## src/rtl/irq_timer.sv

```systemverilog
// Memory-mapped 32-bit reload timer with a sticky interrupt (TH, TL, TCON).
// Optional tick prescaler is enabled by defining TIMER_PRESCALE_EN.
module irq_timer #(
  parameter logic [31:0] BASE_ADDR = 32'h4000_0000,
  parameter int unsigned PRESCALE  = 16
) (
  input  logic        clk,
  input  logic        reset,
  input  logic [31:0] addr,
  input  logic [31:0] wdata,
  input  logic        MemWr,
  input  logic        MemRd,
  output logic [31:0] rdata,
  output logic        hit,
  output logic        irq
);

  localparam logic [29:0] W_TH = BASE_ADDR[31:2];
  localparam logic [29:0] W_TL = W_TH + 30'd1;
  localparam logic [29:0] W_TC = W_TH + 30'd2;

  logic [31:0] th_q, th_d;
  logic [31:0] tl_q, tl_d;
  logic [2:0]  tcon_q, tcon_d;
  logic        sel_th, sel_tl, sel_tc;
  logic        wr_th, wr_tl, wr_tc;
  logic        tick, ovf;
  logic        unused_ok;

  assign sel_th = (addr[31:2] == W_TH);
  assign sel_tl = (addr[31:2] == W_TL);
  assign sel_tc = (addr[31:2] == W_TC);
  assign hit    = sel_th | sel_tl | sel_tc;

  assign wr_th = MemWr & sel_th;
  assign wr_tl = MemWr & sel_tl;
  assign wr_tc = MemWr & sel_tc;

`ifdef TIMER_PRESCALE_EN
  localparam logic [15:0] PS_MAX = 16'(PRESCALE - 1);

  logic [15:0] ps_q, ps_d;

  assign tick = tcon_q[0] & (ps_q == PS_MAX);

  always_comb begin
    ps_d = ps_q;
    if (wr_tl) begin
      ps_d = 16'h0;
    end else if (tcon_q[0]) begin
      ps_d = tick ? 16'h0 : ps_q + 16'h1;
    end
  end

  always_ff @(posedge clk or negedge reset) begin
    if (!reset) begin
      ps_q <= 16'h0;
    end else begin
      ps_q <= ps_d;
    end
  end

  assign unused_ok = ^addr[1:0];
`else
  assign tick      = tcon_q[0];
  assign unused_ok = ^{addr[1:0], 16'(PRESCALE)};
`endif

  assign ovf = tick & (tl_q == 32'hFFFF_FFFF);

  // Overflow always wins bit 2 so a pending interrupt cannot be lost.
  always_comb begin
    th_d   = wr_th ? wdata : th_q;
    tl_d   = tl_q;
    tcon_d = wr_tc ? wdata[2:0] : tcon_q;
    if (wr_tl) begin
      tl_d = wdata;
    end else if (tick) begin
      tl_d = ovf ? th_q : tl_q + 32'h1;
    end
    if (ovf && tcon_q[1]) begin
      tcon_d[2] = 1'b1;
    end
  end

  always_ff @(posedge clk or negedge reset) begin
    if (!reset) begin
      th_q   <= 32'h0;
      tl_q   <= 32'h0;
      tcon_q <= 3'b000;
    end else begin
      th_q   <= th_d;
      tl_q   <= tl_d;
      tcon_q <= tcon_d;
    end
  end

  assign irq = tcon_q[2];

  always_comb begin
    rdata = 32'h0;
    if (MemRd) begin
      unique case (1'b1)
        sel_th:  rdata = th_q;
        sel_tl:  rdata = tl_q;
        sel_tc:  rdata = {29'h0, tcon_q};
        default: rdata = 32'h0;
      endcase
    end
  end

endmodule

```

## config.mk

```make
export PLATFORM = sky130hd
export DESIGN_NAME = irq_timer
export DESIGN_NICKNAME = d
export VERILOG_FILES = /design/src/rtl/irq_timer.sv
export SDC_FILE = /design/constraint.sdc
export NUM_CORES = 1
export LEC_CHECK = 0
export ABC_AREA = 1
export CORE_UTILIZATION = 30
export DETAILED_ROUTE_END_ITERATION = 10
export DONT_BUFFER_PORTS = 1
export SLEW_MARGIN = 25
export SYNTH_ARGS = -nofsm -noshare
export SYNTH_HDL_FRONTEND = slang
export SYNTH_SLANG_ARGS = --single-unit
```

## constraint.sdc

```tcl
create_clock -name clk -period 3.7 [get_ports clk]
set_input_delay 1.11 -clock clk [delete_from_list [all_inputs] [get_ports clk]]
set_output_delay 1.11 -clock clk [all_outputs]
set_load 0.005 [all_outputs]
```

==> impl_results.md, run 1 <==
* Relative slew slack at 47.5%
* Floorplan die area at 0.0185 mm^2
* Achievable frequency at 285 MHz
* Top layer reached by signal wires: met4
* Footprint of the multi-input gates at 0.00302 mm^2
* First drt pass iteration count at 5
* Share of power burned in the clock network at 56.1%
* Path type of the worst setup path: in -> out
* Required time at the worst-slack endpoint at 2590 ps
* Drt via density at 4.93
* Tightest Pin Transition at 785 ps
* Count of placed standard cells in the final layout, fillers left out at 1,121
* Final clock period utilization by the worst path at 94.9%
* Weighted congestion at the end of routability-driven global placement at 0.880
* Placed cell count at 1,105
* Portion of total power attributed to combinational logic at 1.2%
* Detailed Place HPWL at 11,700 um
* Layout fillers at 1,946
* Leakage at 0.00290 uW
* # nets final at 960
* Final slew viol count at 0
* Register cell area after layout at 0.00168 mm^2
* P per Cell Area at 289 mW/mm^2
* Total congestion overflow at 0
* Final hold violations at 0
* Initial detailed-routing violation count at 339
* CTS Buf Count at 9
* RSZ-0062 raised after global routing: true
* Instance count of the mapped netlist at 909
* Vert. Die Dim at 136 um
* Distinct cells, synth at 26
* Count of antenna diodes in the layout at 0
* Worst setup SP type: input port
* Nature of the critical path endpoint: output port
* Horizontal die dimension at 136 um
* Switching fraction of total power at 20.4%
* Max Root-Sink Buffers at 2
* Syn Std Cell Area at 0.00540 mm^2
* CTS tree: done
* Starting utilization of the core area at 31.0%
* DRT met1 WL at 7480 um
* Worst-path clk slew at 60 ps
* Switching pwr at 349 uW
* Reg-to-Reg End: tl_q[30]
* Clk sinks at 67
* Met2 routed WL at 7510 um
* Type of the most critical hold path: in -> async
* Detailed-route DRC error count at 0
* Initial antenna violation count at 0
* Buffer cell driving the clock tree root: clkbuf_16
* Ys Warns at 0
* Syn_area_per_cell at 5.94 um^2
* Depth of the worst register-to-register path at 11
* Peak supply drop at 223 uV
* Total I/O pin count at 102
* H-tree depth at 3
* Outcome: completed
* Slack of the worst reg-to-reg path at 1390 ps
* Final critical delay including setup and external delays at 3510 ps
* Average wire per cell in the routed design at 14.9 um
* Overall routing resource usage at 19.1%
* Net count of the mapped netlist at 978
* Worst flop-to-flop path startpoint: tl_q[1]
* Internal power component at 1370 uW
* Clock insertion delay at the later pin of the skew report at 350 ps
* Placeable core area at 0.0174 mm^2
* Final design utilization at 34.0%
* FF+latch count, synth at 67
* Number of setup violations in the final report at 0
* Met3 routed WL at 1300 um
* Ratio of cells with drive above 1 in the final layout at 6.81%
* Maximum net fanout on the critical path at 32
* Count of input and output buffers at 0
* Number of nets with antenna violations after detailed routing at 0
* MaxCap Viol Count at 0
* Signed area change from the synthesized netlist to the final layout at 9.73%
* Data arrival at the endpoint of the critical path at 2400 ps
* Register area share after synthesis at 31.0%
* Maximum number of pins on one net before global-route repair at 68
* Routed wire length at 16,700 um
* Global-route wire length before repair at 27,300 um
* Worst Skew at 6.70 ps
* Total vias in the final route at 5,524
* Reg power frac at 42.8%
* Number of global-route vias before repair at 5,239
* Total number of placement rows at 48
## layer usage
metal  global-route usage [%]  vias up
li1                         -     2791
met1                     24.1     2536
met2                     31.2      173
met3                     4.74       24
met4                     7.47        0
met5                        0        -
## layout make-up
class	instances	share of cell area, %
timing repair buffer	14	2.47
inverter	126	7.98
sequential	67	28.3
clock buffer	12	4.33
multi-input combinational	673	51.0
clock inverter	4	1.22
tap	225	4.75
## how the worst max path moves through the flow
stage / startpoint / slack, ps / endpoint
4_1_cts: addr[17] / 140 / rdata[27]
3_3_place_gp: addr[17] / 160 / rdata[27]
6_report: addr[8] / 190 / rdata[8]
3_5_place_dp: addr[17] / 150 / rdata[27]
2_1_floorplan: addr[17] / 390 / rdata[10]
5_1_grt: addr[8] / -0.5 / rdata[0]
## sequential cells by signal, indices dropped and copies added (netlist names)
name    flops
th_q       32
tl_q       32
tcon_q      3
## synth_stat cells
cell type	instances	area share, %
a21oi_1	1	0.093
buf_1	5	0.35
buf_2	14	1.3
buf_4	3	0.42
buf_6	8	1.7
clkbuf_1	13	0.90
dfrtp_1	67	31
ha_1	1	0.23
inv_1	117	8.1
inv_2	9	0.63
nand2_1	286	20
nand2_2	5	0.58
nand3_1	170	16
nand3_2	2	0.37
nand3b_1	11	1.5
nand4_1	4	0.46
nor2_1	120	8.3
nor2_2	6	0.69
nor2_4	5	1.0
nor3_1	1	0.093
nor3_2	1	0.19
o21ai_0	21	1.9
o21ai_1	27	2.5
or2_0	1	0.12
xnor2_1	5	0.81
xor2_1	6	0.97
## timing repair
item | 4_1_cts | 5_1_grt
gates resized for setup | 0 | 4
endpoints found under the setup margin | 0 | 6
buffers inserted | 0 | 0
hold buffers | 0 | 0
## layout by cell type (no fill, tap or decap), drive strengths merged
cell	n
a21oi	1
nor2	131
buf	14
clkinvlp	1
or2	1
bufinv	2
nand3b	11
xor2	6
clkbuf	12
nor3	2
clkinv	1
nand3	172
nand4	4
ha	1
xnor2	5
o21ai	48
inv	126
dfrtp	67
nand2	291
## power by group through the flow
stage	Sequential [uW]	Clock (uW)	Combinational, uW
after global routing	733	1010	23.2
after global placement	746	0	19.8
after detailed placement	746	0	20.0
after floorplan	746	0	19.4
after CTS	733	982	20.1
final	733	961	20.0
## through the flow
step / hold slack (ps) / setup TNS (ps) / power, uW / setup slack, ps / instance area [um^2]
finish: 459 / 0 / 1710 / 190 / 5930
CTS: 445 / 0 / 1740 / 140 / 5920
floorplan: 465 / 0 / 766 / 387 / 5400
global route: 445 / -0.496 / 1760 / -0.496 / 5930
detailed placement: 490 / 0 / 766 / 145 / 5590
global placement: 490 / 0 / 766 / 162 / 5590
## worst max-delay path, stage by stage
cell,delay (ps)
inv_1,50
nand2_1,50
nor2_1,170
nand3_1,140
nor2_1,170
nand2_1,150
nand2_1,130
nand2_2,70
buf_12,170
nor2_1,170
## kinds of logic (layout without fill, tap and decap cells)
kind of cell / after synthesis / in the layout / synth area share [%]
and+or+nand+nor: 612 / 612 / 49.0
xor gates and xnor gates: 11 / 11 / 1.78
adders and majority gates: 1 / 1 / 0.232
DFF: 67 / 67 / 31.0
AOI/OAI and AO/OA: 49 / 49 / 4.54
buffers and inverters: 169 / 156 / 13.4
(Power assumes the default switching activity.)
==> run 2: changes to the inputs <==
--- a/config.mk
+++ b/config.mk
@@ -6,9 +6,9 @@
 export NUM_CORES = 1
 export LEC_CHECK = 0
 export ABC_AREA = 1
+export BUFFER_PORTS_ARGS = -buffer_cell sky130_fd_sc_hd__buf_2
 export CORE_UTILIZATION = 30
 export DETAILED_ROUTE_END_ITERATION = 10
-export DONT_BUFFER_PORTS = 1
 export SLEW_MARGIN = 25
 export SYNTH_ARGS = -nofsm -noshare
 export SYNTH_HDL_FRONTEND = slang
==> run 2 against run 1 <==
  * Routed wire length rose by 9.3%
  * Sequential share of layout area fell by 3.7 points
  * Utilization rose by 5.1 points
  * Count of clock-buffer cells in the layout fell by 2
  * Highest routed layer unchanged
==> impl_results.md, run 2 (synthesis gave the netlist of run 1 again) <==
* Ratio of cells with drive above 1 in the final layout at 19.2% (+12 points)
* Detailed Place HPWL at 12,000 um (+2.7%)
* Average wire per cell in the routed design at 14.8 um (-0.59%)
* Total number of placement rows at 48 (unchanged)
* Buffer cell driving the clock tree root: clkbuf_16
* Routed wire length at 18,200 um (+9.3%)
* Peak supply drop at 217 uV (-2.8%)
* Number of nets with antenna violations after detailed routing at 0 (unchanged)
* Layout fillers at 1,902 (-2.3%)
* Power Total at 1860 uW (+8.3%)
* First drt pass iteration count at 7 (+2)
* Final critical delay including setup and external delays at 3620 ps (+115 ps)
* Placed cell area at 0.00613 mm^2 (+9.6%)
* Max Root-Sink Buffers at 2 (unchanged)
* CTS Buf Count at 9 (unchanged)
* Data arrival at the endpoint of the critical path at 2510 ps (+110 ps)
* Register cell area after layout at 0.00168 mm^2 (unchanged)
* Smallest setup slack after layout at 75.8 ps (-115 ps)
* CTS tree: done
* Signed area change from the synthesized netlist to the final layout at 26.2%
* # nets final at 1,072 (+12%)
* Relative slew slack at 49.3% (+1.8 points)
* Final clock period utilization by the worst path at 98.0% (+3.1 points)
* Count of placed standard cells in the final layout, fillers left out at 1,233 (+10%)
* Clk sinks at 67 (unchanged)
* Worst setup slack after placement at 12.6 ps (-133 ps)
* Count of antenna diodes in the layout at 0 (unchanged)
* Outcome: completed
* Initial detailed-routing violation count at 446 (+32%)
* Placeable core area at 0.0174 mm^2 (unchanged)
* Vert. Die Dim at 136 um (unchanged)
* MaxCap Viol Count at 0 (unchanged)
* Overall routing resource usage at 19.3% (+0.13 points)
* Path type of the worst setup path: in -> out
* H-tree depth at 3 (unchanged)
* RSZ-0062 raised after global routing: true
* Leading cell type in the layout, fill and taps excluded: nand2_1
* Total I/O pin count at 102 (unchanged)
* Weighted congestion at the end of routability-driven global placement at 0.906 (+2.9%)
* P per Cell Area at 272 mW/mm^2 (-5.9%)
* Bufs and invs on worst path at 4 (+2)
* Worst setup path startpoint: addr[28]
* Clock insertion delay at the later pin of the skew report at 340 ps (about the same)
* Total congestion overflow at 0 (unchanged)
* Global-route wire length before repair at 27,900 um (+2.3%)
* Largest delay contributor family on the critical path: simple AND/OR/NAND/NOR gates
* Sum Neg Setup Slack at 0 ps (unchanged)
* Non-Filler Cell Area, Final at 0.00682 mm^2 (+15%)
* Required time at the worst-slack endpoint at 2590 ps (about the same)
* Critical Path, Cell by Cell: buf_6, nor2_1, nand2_1, nor2_1, nand2_2, nor2_4, buf_12, o21ai_4, nand2_2, nand2_4, clkbuf_16, nor2_1, buf_2
* Horizontal die dimension at 136 um (unchanged)
* Number of setup violations in the final report at 0 (unchanged)
* Maximum number of pins on one net before global-route repair at 44 (-35%)
* Starting utilization of the core area at 31.0% (unchanged)
* Achievable frequency at 276 MHz (-3.2%)
* Floorplan die area at 0.0185 mm^2 (unchanged)
* Highest-delay cell along the critical path: clkbuf_16
* Worst flop-to-flop path startpoint: tl_q[0]
* Total vias in the final route at 5,893 (+6.7%)
* CTS hold repair buffers at 0 (unchanged)
* Initial antenna violation count at 0 (unchanged)
* Nature of the critical path endpoint: output port
* Placed cell count at 1,208 (+9.3%)
* Footprint of the multi-input gates at 0.00310 mm^2 (+2.7%)
* Worst-path clk slew at 60 ps (about the same)
* Worst setup SP type: input port
* Final hold violations at 0 (unchanged)
* Tightest Pin Transition at 758 ps (-26.9 ps)
* Critical Path Most Common Cell: nor2_1
* Commonest non-fill, non-tap cells in the layout: 282 x nand2_1, 169 x nand3_1, 116 x inv_1, 103 x nor2_1, 89 x buf_2
* Worst Skew at 10.6 ps (+3.94 ps)
* Type of the most critical hold path: reg -> reg
* Leakage at 0.00349 uW (+21%)
* Source of the worst hold timing path: tcon_q[1]
* Maximum net fanout on the critical path at 16 (-50%)
* Delay of the slowest cell on the worst path at 200 ps (+30 ps)
* Drt via density at 4.78 (-3.0%)
* Detailed-route DRC error count at 0 (unchanged)
* Count of input and output buffers at 99 (+99)
* Final slew viol count at 0 (unchanged)
* Largest registers in the final layout: th_q: 32 flops, tl_q: 32 flops, tcon_q: 3 flops
* Number of global-route vias before repair at 5,476 (+4.5%)
==> run 2: final cells by class <==
cell class,instances,share of cell area (%)
multi-input combinational,673,45.5
sequential,67,24.6
timing repair buffer,126,13.6
inverter,126,6.97
tap,225,4.13
clock buffer,10,3.51
clock inverter,6,1.65
==> run 2: routing by layer <==
layer | track usage (%) | wire [um]
met5 | 0 | 0
met4 | 5.74 | 222
met3 | 3.65 | 1200
met2 | 30.3 | 8250
met1 | 26.5 | 8550
==> run 2: what timing repair did <==
item                                   CTS  global route
setup endpoints to repair                0            32
resized for setup                        0            44
setup buffers                            0             3
endpoints found under the hold margin    0             0
==> run 2: worst register-to-register path, stage by stage, from the launching register on <==
cell     delay, ps
dfrtp_1        390
ha_1           210
nand2_2         80
nor2_4         150
nand2_2        120
nor2_4         300
nand3_2        320
buf_4          330
nor2_1         110
nor2_1          50
nand2_1         60
nand2_1         50
==> run 2: through the flow <==
stage / hold slack, ps / utilization [%]
floorplan: 465 / -
global placement: 489 / 35.2
detailed placement: 484 / 35.2
CTS: 510 / 37.2
global route: 557 / 39.1
finish: 508 / 39.1
==> run 2: worst paths after layout <==
| path | to | cells past startpoint | slack, ps |
|---|---|---|---|
| min in group asynchronous | th_q[2] | 1 | 620 |
| worst max register to register | tl_q[25] | 11 | 1400 |
| max in group asynchronous | tl_q[28] | 2 | 2380 |
| worst max-delay path | rdata[14] | 13 | 80 |
| worst min register to register | tcon_q[2] | 2 | 510 |
| worst min-delay path | tcon_q[2] | 2 | 510 |
==> run 2: power by group <==
part           switching [uW]  total [uW]  internal, uW  leakage (uW)
combinational            57.2        97.2          40.0       0.00251
sequential             0.0511         733           733      0.000812
clock                     348        1030           678      0.000173
total                     405        1860          1450       0.00349
